--- config.mk ---
export PLATFORM = sky130hd
export DESIGN_NAME = regfile_port_server_flat
export DESIGN_NICKNAME = d
export VERILOG_FILES = /design/src/rtl/regsrv_pkg.sv /design/src/rtl/regfile_port_server_if.sv /design/src/rtl/regsrv_rsp_fifo.sv /design/src/rtl/regfile_port_server.sv /design/src/flat_wrapper.sv
export SDC_FILE = /design/constraint.sdc
export NUM_CORES = 2
export LEC_CHECK = 0
export ABC_CLOCK_PERIOD_IN_PS = 5250
export BUFFER_PORTS_ARGS = -buffer_cell sky130_fd_sc_hd__clkbuf_2
export CAP_MARGIN = 20
export CORE_UTILIZATION = 50
export CTS_CLUSTER_SIZE = 8
export DETAILED_ROUTE_END_ITERATION = 6
export HOLD_SLACK_MARGIN = 0.12
export PLACE_DENSITY = 0.66
export REMOVE_ABC_BUFFERS = 1
export SLEW_MARGIN = 20
export SYNTH_ARGS = -nofsm -noshare
export SYNTH_HDL_FRONTEND = slang
export SYNTH_SLANG_ARGS = --single-unit
--- constraint.sdc ---
create_clock -name Clk -period 5.25 [get_ports Clk]
set_input_delay 1.05 -clock Clk [delete_from_list [all_inputs] [get_ports Clk]]
set_output_delay 1.05 -clock Clk [all_outputs]
set_load 0.1 [all_outputs]
--- src/rtl/regsrv_pkg.sv ---
// Shared widths and the response record for the register-file port server.
package regsrv_pkg;
  localparam int DATA_W = 32;
  localparam int ADDR_W = 5;
  localparam int STAT_W = 16;

  typedef struct packed {
    logic              write;
    logic [DATA_W-1:0] data;
  } rsp_t;
endpackage

--- src/rtl/regfile_port_server_if.sv ---
// Request and response valid/ready channels of the register-file port server.
interface regfile_port_server_if #(
  parameter int DATA_W = regsrv_pkg::DATA_W,
  parameter int ADDR_W = regsrv_pkg::ADDR_W
);
  logic              ReqValid;
  logic              ReqReady;
  logic              ReqWrite;
  logic [ADDR_W-1:0] ReqAddr;
  logic [DATA_W-1:0] ReqWData;
  logic              RspValid;
  logic              RspReady;
  logic              RspWrite;
  logic [DATA_W-1:0] RspData;

  modport master (
    output ReqValid, ReqWrite, ReqAddr, ReqWData, RspReady,
    input  ReqReady, RspValid, RspWrite, RspData
  );

  modport slave (
    input  ReqValid, ReqWrite, ReqAddr, ReqWData, RspReady,
    output ReqReady, RspValid, RspWrite, RspData
  );
endinterface

--- src/rtl/regsrv_rsp_fifo.sv ---
// Response FIFO; while empty the head output keeps the last popped entry.
module regsrv_rsp_fifo
  import regsrv_pkg::*;
#(
  parameter int DEPTH = 2,
  parameter int CNT_W = $clog2(DEPTH + 1)
) (
  input  logic             Clk,
  input  logic             Rst_n,
  input  logic             push,
  input  rsp_t             push_data,
  input  logic             pop,
  output rsp_t             head,
  output logic             full,
  output logic             empty,
  output logic [CNT_W-1:0] count
);
  localparam int PTR_W = (DEPTH > 1) ? $clog2(DEPTH) : 1;

  rsp_t             mem_q [DEPTH];
  rsp_t             mem_d [DEPTH];
  rsp_t             last_q, last_d;
  logic [PTR_W-1:0] wr_ptr_q, wr_ptr_d, rd_ptr_q, rd_ptr_d;
  logic [CNT_W-1:0] count_q, count_d;
  logic             do_push, do_pop;

  assign full    = (count_q == CNT_W'(DEPTH));
  assign empty   = (count_q == '0);
  assign count   = count_q;
  assign do_push = push && !full;
  assign do_pop  = pop && !empty;
  assign head    = empty ? last_q : mem_q[rd_ptr_q];

  always_comb begin
    mem_d    = mem_q;
    last_d   = last_q;
    wr_ptr_d = wr_ptr_q;
    rd_ptr_d = rd_ptr_q;
    count_d  = count_q;
    if (do_push) begin
      mem_d[wr_ptr_q] = push_data;
      wr_ptr_d        = wr_ptr_q + PTR_W'(1);
    end
    if (do_pop) begin
      last_d   = mem_q[rd_ptr_q];
      rd_ptr_d = rd_ptr_q + PTR_W'(1);
    end
    if (do_push && !do_pop) count_d = count_q + CNT_W'(1);
    else if (do_pop && !do_push) count_d = count_q - CNT_W'(1);
  end

  always_ff @(posedge Clk or negedge Rst_n) begin
    if (!Rst_n) begin
      for (int i = 0; i < DEPTH; i++) mem_q[i] <= '0;
      last_q   <= '0;
      wr_ptr_q <= '0;
      rd_ptr_q <= '0;
      count_q  <= '0;
    end else begin
      mem_q    <= mem_d;
      last_q   <= last_d;
      wr_ptr_q <= wr_ptr_d;
      rd_ptr_q <= rd_ptr_d;
      count_q  <= count_d;
    end
  end
endmodule

--- src/rtl/regfile_port_server.sv ---
// Register file behind a request/response handshake; register 0 reads as zero.
// Define REGSRV_STATS_EN to add saturating read/write counters with StatClear.
module regfile_port_server #(
  parameter int DATA_W    = regsrv_pkg::DATA_W,
  parameter int ADDR_W    = regsrv_pkg::ADDR_W,
  parameter int RSP_DEPTH = 2
) (
  input logic                  Clk,
  input logic                  Rst_n,
  regfile_port_server_if.slave bus
`ifdef REGSRV_STATS_EN
  ,
  input  logic                          StatClear,
  output logic [regsrv_pkg::STAT_W-1:0] StatReads,
  output logic [regsrv_pkg::STAT_W-1:0] StatWrites
`endif
);
  import regsrv_pkg::*;

  localparam int NREG  = 2 ** ADDR_W;
  localparam int CNT_W = $clog2(RSP_DEPTH + 1);

  logic [DATA_W-1:0] storage_q [NREG];
  logic [DATA_W-1:0] storage_d [NREG];
  logic              accept, addr_zero, fifo_full, fifo_empty;
  logic [CNT_W-1:0]  rsp_count;
  rsp_t              push_rsp, head_rsp;

  // Ready depends only on the registered occupancy, never on RspReady.
  assign bus.ReqReady = (rsp_count < CNT_W'(RSP_DEPTH));
  assign accept       = bus.ReqValid && bus.ReqReady;
  assign addr_zero    = (bus.ReqAddr == '0);

  always_comb begin
    push_rsp.write = bus.ReqWrite;
    if (addr_zero) push_rsp.data = '0;
    else if (bus.ReqWrite) push_rsp.data = bus.ReqWData;
    else push_rsp.data = storage_q[bus.ReqAddr];
  end

  always_comb begin
    storage_d = storage_q;
    if (accept && bus.ReqWrite && !addr_zero) storage_d[bus.ReqAddr] = bus.ReqWData;
  end

  always_ff @(posedge Clk or negedge Rst_n) begin
    if (!Rst_n) begin
      for (int i = 0; i < NREG; i++) storage_q[i] <= '0;
    end else begin
      storage_q <= storage_d;
    end
  end

  regsrv_rsp_fifo #(.DEPTH(RSP_DEPTH), .CNT_W(CNT_W)) u_rsp_fifo (
    .Clk       (Clk),
    .Rst_n     (Rst_n),
    .push      (accept && !fifo_full),
    .push_data (push_rsp),
    .pop       (bus.RspValid && bus.RspReady),
    .head      (head_rsp),
    .full      (fifo_full),
    .empty     (fifo_empty),
    .count     (rsp_count)
  );

  assign bus.RspValid = !fifo_empty;
  assign bus.RspWrite = head_rsp.write;
  assign bus.RspData  = head_rsp.data;

`ifdef REGSRV_STATS_EN
  logic [STAT_W-1:0] stat_reads_q, stat_reads_d, stat_writes_q, stat_writes_d;

  always_comb begin
    stat_reads_d  = stat_reads_q;
    stat_writes_d = stat_writes_q;
    if (StatClear) begin
      stat_reads_d  = '0;
      stat_writes_d = '0;
    end else if (accept) begin
      if (bus.ReqWrite && stat_writes_q != '1) stat_writes_d = stat_writes_q + 1'b1;
      if (!bus.ReqWrite && stat_reads_q != '1) stat_reads_d = stat_reads_q + 1'b1;
    end
  end

  always_ff @(posedge Clk or negedge Rst_n) begin
    if (!Rst_n) begin
      stat_reads_q  <= '0;
      stat_writes_q <= '0;
    end else begin
      stat_reads_q  <= stat_reads_d;
      stat_writes_q <= stat_writes_d;
    end
  end

  assign StatReads  = stat_reads_q;
  assign StatWrites = stat_writes_q;
`endif
endmodule

--- src/flat_wrapper.sv ---
// flat-port wrapper written by rule: the top's interface ports become plain ports
module regfile_port_server_flat import regsrv_pkg::*;
#(
  parameter int DATA_W    = regsrv_pkg::DATA_W,
  parameter int ADDR_W    = regsrv_pkg::ADDR_W,
  parameter int RSP_DEPTH = 2
)
  (Clk, Rst_n, bus_ReqValid, bus_ReqWrite, bus_ReqAddr, bus_ReqWData, bus_RspReady, bus_ReqReady, bus_RspValid, bus_RspWrite, bus_RspData);
  regfile_port_server_if #(.DATA_W(DATA_W), .ADDR_W(ADDR_W)) bus_i ();
  input logic Clk;
  input logic Rst_n;
  input wire logic [$bits(bus_i.ReqValid)-1:0] bus_ReqValid;
  input wire logic [$bits(bus_i.ReqWrite)-1:0] bus_ReqWrite;
  input wire logic [$bits(bus_i.ReqAddr)-1:0] bus_ReqAddr;
  input wire logic [$bits(bus_i.ReqWData)-1:0] bus_ReqWData;
  input wire logic [$bits(bus_i.RspReady)-1:0] bus_RspReady;
  output wire logic [$bits(bus_i.ReqReady)-1:0] bus_ReqReady;
  output wire logic [$bits(bus_i.RspValid)-1:0] bus_RspValid;
  output wire logic [$bits(bus_i.RspWrite)-1:0] bus_RspWrite;
  output wire logic [$bits(bus_i.RspData)-1:0] bus_RspData;
  assign bus_i.ReqValid = bus_ReqValid;
  assign bus_i.ReqWrite = bus_ReqWrite;
  assign bus_i.ReqAddr = bus_ReqAddr;
  assign bus_i.ReqWData = bus_ReqWData;
  assign bus_i.RspReady = bus_RspReady;
  assign bus_ReqReady = bus_i.ReqReady;
  assign bus_RspValid = bus_i.RspValid;
  assign bus_RspWrite = bus_i.RspWrite;
  assign bus_RspData = bus_i.RspData;
  regfile_port_server #(.DATA_W(DATA_W), .ADDR_W(ADDR_W), .RSP_DEPTH(RSP_DEPTH)) u_core (.Clk(Clk), .Rst_n(Rst_n), .bus(bus_i));
endmodule
==> impl_metrics.csv <==
group,metric,value,unit
detailed_routing,wl,139000,µm
die,die_area,0.103,mm²
detailed_routing,vias,31000,
die,fp-row-count,116,
grt,overflow,0,
power,internal_power,17.6,mW
grt,antenna_found_initial,3,
setup_path,cp_max_fo,18,
setup_path,path_class,"flip-flop to output port",
outcome,status,"finished clean",
setup_path,cp-start-kind,"flip-flop",
place,place_congestion,0.820,
synthesis,ys_top_cells_by_area,"dfrtp_1 55%, mux2_2 21%, mux2i_1 6.0%, mux4_2 5.1%, o22ai_1 1.5%",
setup_path,cp-end-kind,"output port",
clock_network,clock_sinks,1127,
timing,setup_viol,0,
synthesis,synth_common_cells,"1127 x dfrtp_1, 932 x mux2_2, 304 x mux2i_1, 185 x clkbuf_1, 147 x buf_2",
clock_network,post_cts_buffers,0,
grt,grt_use_met2,0.446,
timing,rsz0062_at_grt,"false",
power,p_total,26.0,mW
grt,gr-usage-met1,0.372,
synthesis,synth-seq-area-share,0.554,
grt,track_usage,0.274,
power,ir_worst_vdd,865,µV
place,post-dp-hpwl,82600,µm
grt,grt_pass1_wl,212000,µm
power,p_sw,8.32,mW
detailed_routing,detail_route.first_pass.iterations,6,
grt,use_met3,0.0433,
layout,final_area,0.0566,mm²
die,ios,77,
synthesis,synthCells,3572,
clock_network,root_buffer,"clkbuf_16",
clock_network,cts_resized,0,
clock_network,cts.clk_slew.worst_paths,50,ps
place,portBuffers,76,
timing,finalMaxSlewViolations,0,
synthesis,synth_edf_count,0,
clock_network,numCtsBuffers,158,
power,sw_frac_of_total,0.320,
synthesis,async_flop_share,1.00,
clock_network,cts_max_level,4,
detailed_routing,wl_per_cell,28.3,µm
synthesis,syn_area,0.0509,mm²
grt,grt_max_degree,168,
die,die_x,321,µm
detailed_routing,drt_iter0_markers,2181,
hold_path,hp-class,"input port to asynchronous set/reset pin",
synthesis,synth_flop_cell,"dfrtp_1",
setup_path,worstPathArrival,3210,ps
die,die_h,321,µm
grt,grt_pass1_vias,33100,
die,start_util,0.506,
timing,finalSetupTns,0,ps
timing,fin_crit,4260,ps
layout,area_growth,11.2,%
power,power_frac_comb,0.226,
power,power_density,458,mW/mm²
timing,tightest_slew,1120,ps
setup_path,r2r_cells,7,
synthesis,ys_ff_latch,1127,
power,p_leak,27.1,nW
setup_path,reg2reg_slack,1920,ps
clock_network,clockBufferDepth,3,
timing,finClkSkew,23.4,ps
detailed_routing,via_per_inst,6.31,
power,pwr-share-clk,0.346,
die,core_area,0.101,mm²
setup_path,required,4200,ps
clock_network,cts_tree,"built",
synthesis,yosysTopAreaCell,"dfrtp_1",
timing,hold_violations,0,
synthesis,yosysTopAreaCellShare,0.554,
layout,layout.nets,3573,
detailed_routing,drc_errors,0,
layout,drive_gt1_frac,0.408,
timing,slew_headroom,0.252,
synthesis,synth.distinct_cells,55,
place,placed_area,0.0524,mm²
timing,fmax,235,MHz
timing,period_share,0.810,
synthesis,synth.yosys.warnings,0,
detailed_routing,ant_nets,0,
clock_network,insertion_delay,740,ps
synthesis,synth_most_common_cell,"dfrtp_1",
synthesis,avgSynthCellArea,14.3,µm²
job,drv_cap,0,
grt,busiest_layer,"met2",
power,pwr-share-seq,0.427,
clock_network,cts_hold_buf,0,
==> power by group through the flow <==
stage | clock, mW | combinational [mW] | sequential (mW)
floorplan | 0 | 4.33 | 10.9
detailed placement | 0 | 5.91 | 11.2
global route | 9.53 | 6.24 | 11.2
finish | 8.99 | 5.88 | 11.1
CTS | 9.15 | 5.93 | 11.1
global placement | 0 | 5.74 | 11.1
==> sequential cells by signal (all words and copies together), names as in the netlist <==
| name | cells |
|---|---|
| u_core.u_rsp_fifo.wr_ptr_q | 1 |
| u_core.u_rsp_fifo.mem_q | 66 |
| u_core.storage_q | 1024 |
| u_core.u_rsp_fifo.count | 2 |
| u_core.u_rsp_fifo.rd_ptr_q | 1 |
| u_core.u_rsp_fifo.last_q | 33 |
==> final cells by class <==
class	instances	area, µm²
Clock buffer	163	4040
Timing Repair Buffer	176	1380
Inverter	3	11.3
Sequential cell	1127	28200
Tap cell	1357	1700
Clock inverter	12	158
Antenna cell	4	10.0
Multi-Input combinational cell	2064	21100
Fill cell	7803	43900
==> metrics by stage <==
stage                util  hold slack, ps  instances  worst slack (ps)
floorplan               -             349       3194              1180
global placement    0.521             361       4727               948
detailed placement  0.521             365       4727               912
CTS                 0.563             356       4902               972
global route        0.563             376       4904               931
finish              0.563             326       4906               995
==> cell usage in the layout (no fill, tap or decap), types with 4 or more instances in the layout <==
master	netlist	layout
buf_12	1	17
clkbuf_2	1	71
nor2b_1	18	14
nor3_4	0	4
dfrtp_1	1127	1126
clkbuf_16	0	161
buf_4	17	84
a31oi_1	20	20
a2111oi_0	9	9
nor4_1	32	32
inv_6	0	6
diode_2	0	4
mux4_2	115	115
o22ai_1	120	120
o211ai_1	18	18
nand4_1	12	12
o21ai_0	40	40
nor2_4	0	11
nor2_1	59	48
a22o_1	19	19
a21oi_1	59	57
nand3_2	0	4
mux2_2	932	932
nand3_1	10	6
a311o_1	9	9
a32o_1	60	60
clkinv_8	0	4
nand2b_1	34	33
nand2_2	0	13
nand2_1	70	57
mux2i_1	304	304
mux2_1	65	65
a22oi_1	15	15
==> kinds of logic after synthesis <==
group | synth area share
adders and majority gates | 0.000246
and+or+nand+nor | 0.0273
DFF | 0.554
buffers and inverters | 0.0353
AOI/OAI and AO/OA | 0.0516
muxes | 0.331
xor gates and xnor gates | 0.000860
==> final timing paths <==
check,end,from
hold reg to reg,u_core.storage_q[1009],u_core.storage_q[1009]
setup reg to reg,u_core.storage_q[416],u_core.u_rsp_fifo.count[1]
hold / removal,u_core.storage_q[919],Rst_n
min in group Clk,u_core.storage_q[1009],u_core.storage_q[1009]
max in group asynchronous,u_core.u_rsp_fifo.mem_q[63],Rst_n
setup / recovery,bus_RspData[2],u_core.u_rsp_fifo.rd_ptr_q
==> critical path: stages (launching register included) <==
cell and delay, ps:
dfrtp_2 1000, buf_4 410, mux2i_1 490, a21oi_1 130
clkbuf_2 410
==> layer usage <==
| layer | vias up | share of wire |
|---|---|---|
| met4 | 0 | 0.033 |
| met5 | - | 0 |
| li1 | 13100 | - |
| met2 | 926 | 0.49 |
| met1 | 16700 | 0.43 |
| met3 | 255 | 0.051 |
Power figures use the tool's default switching activity.
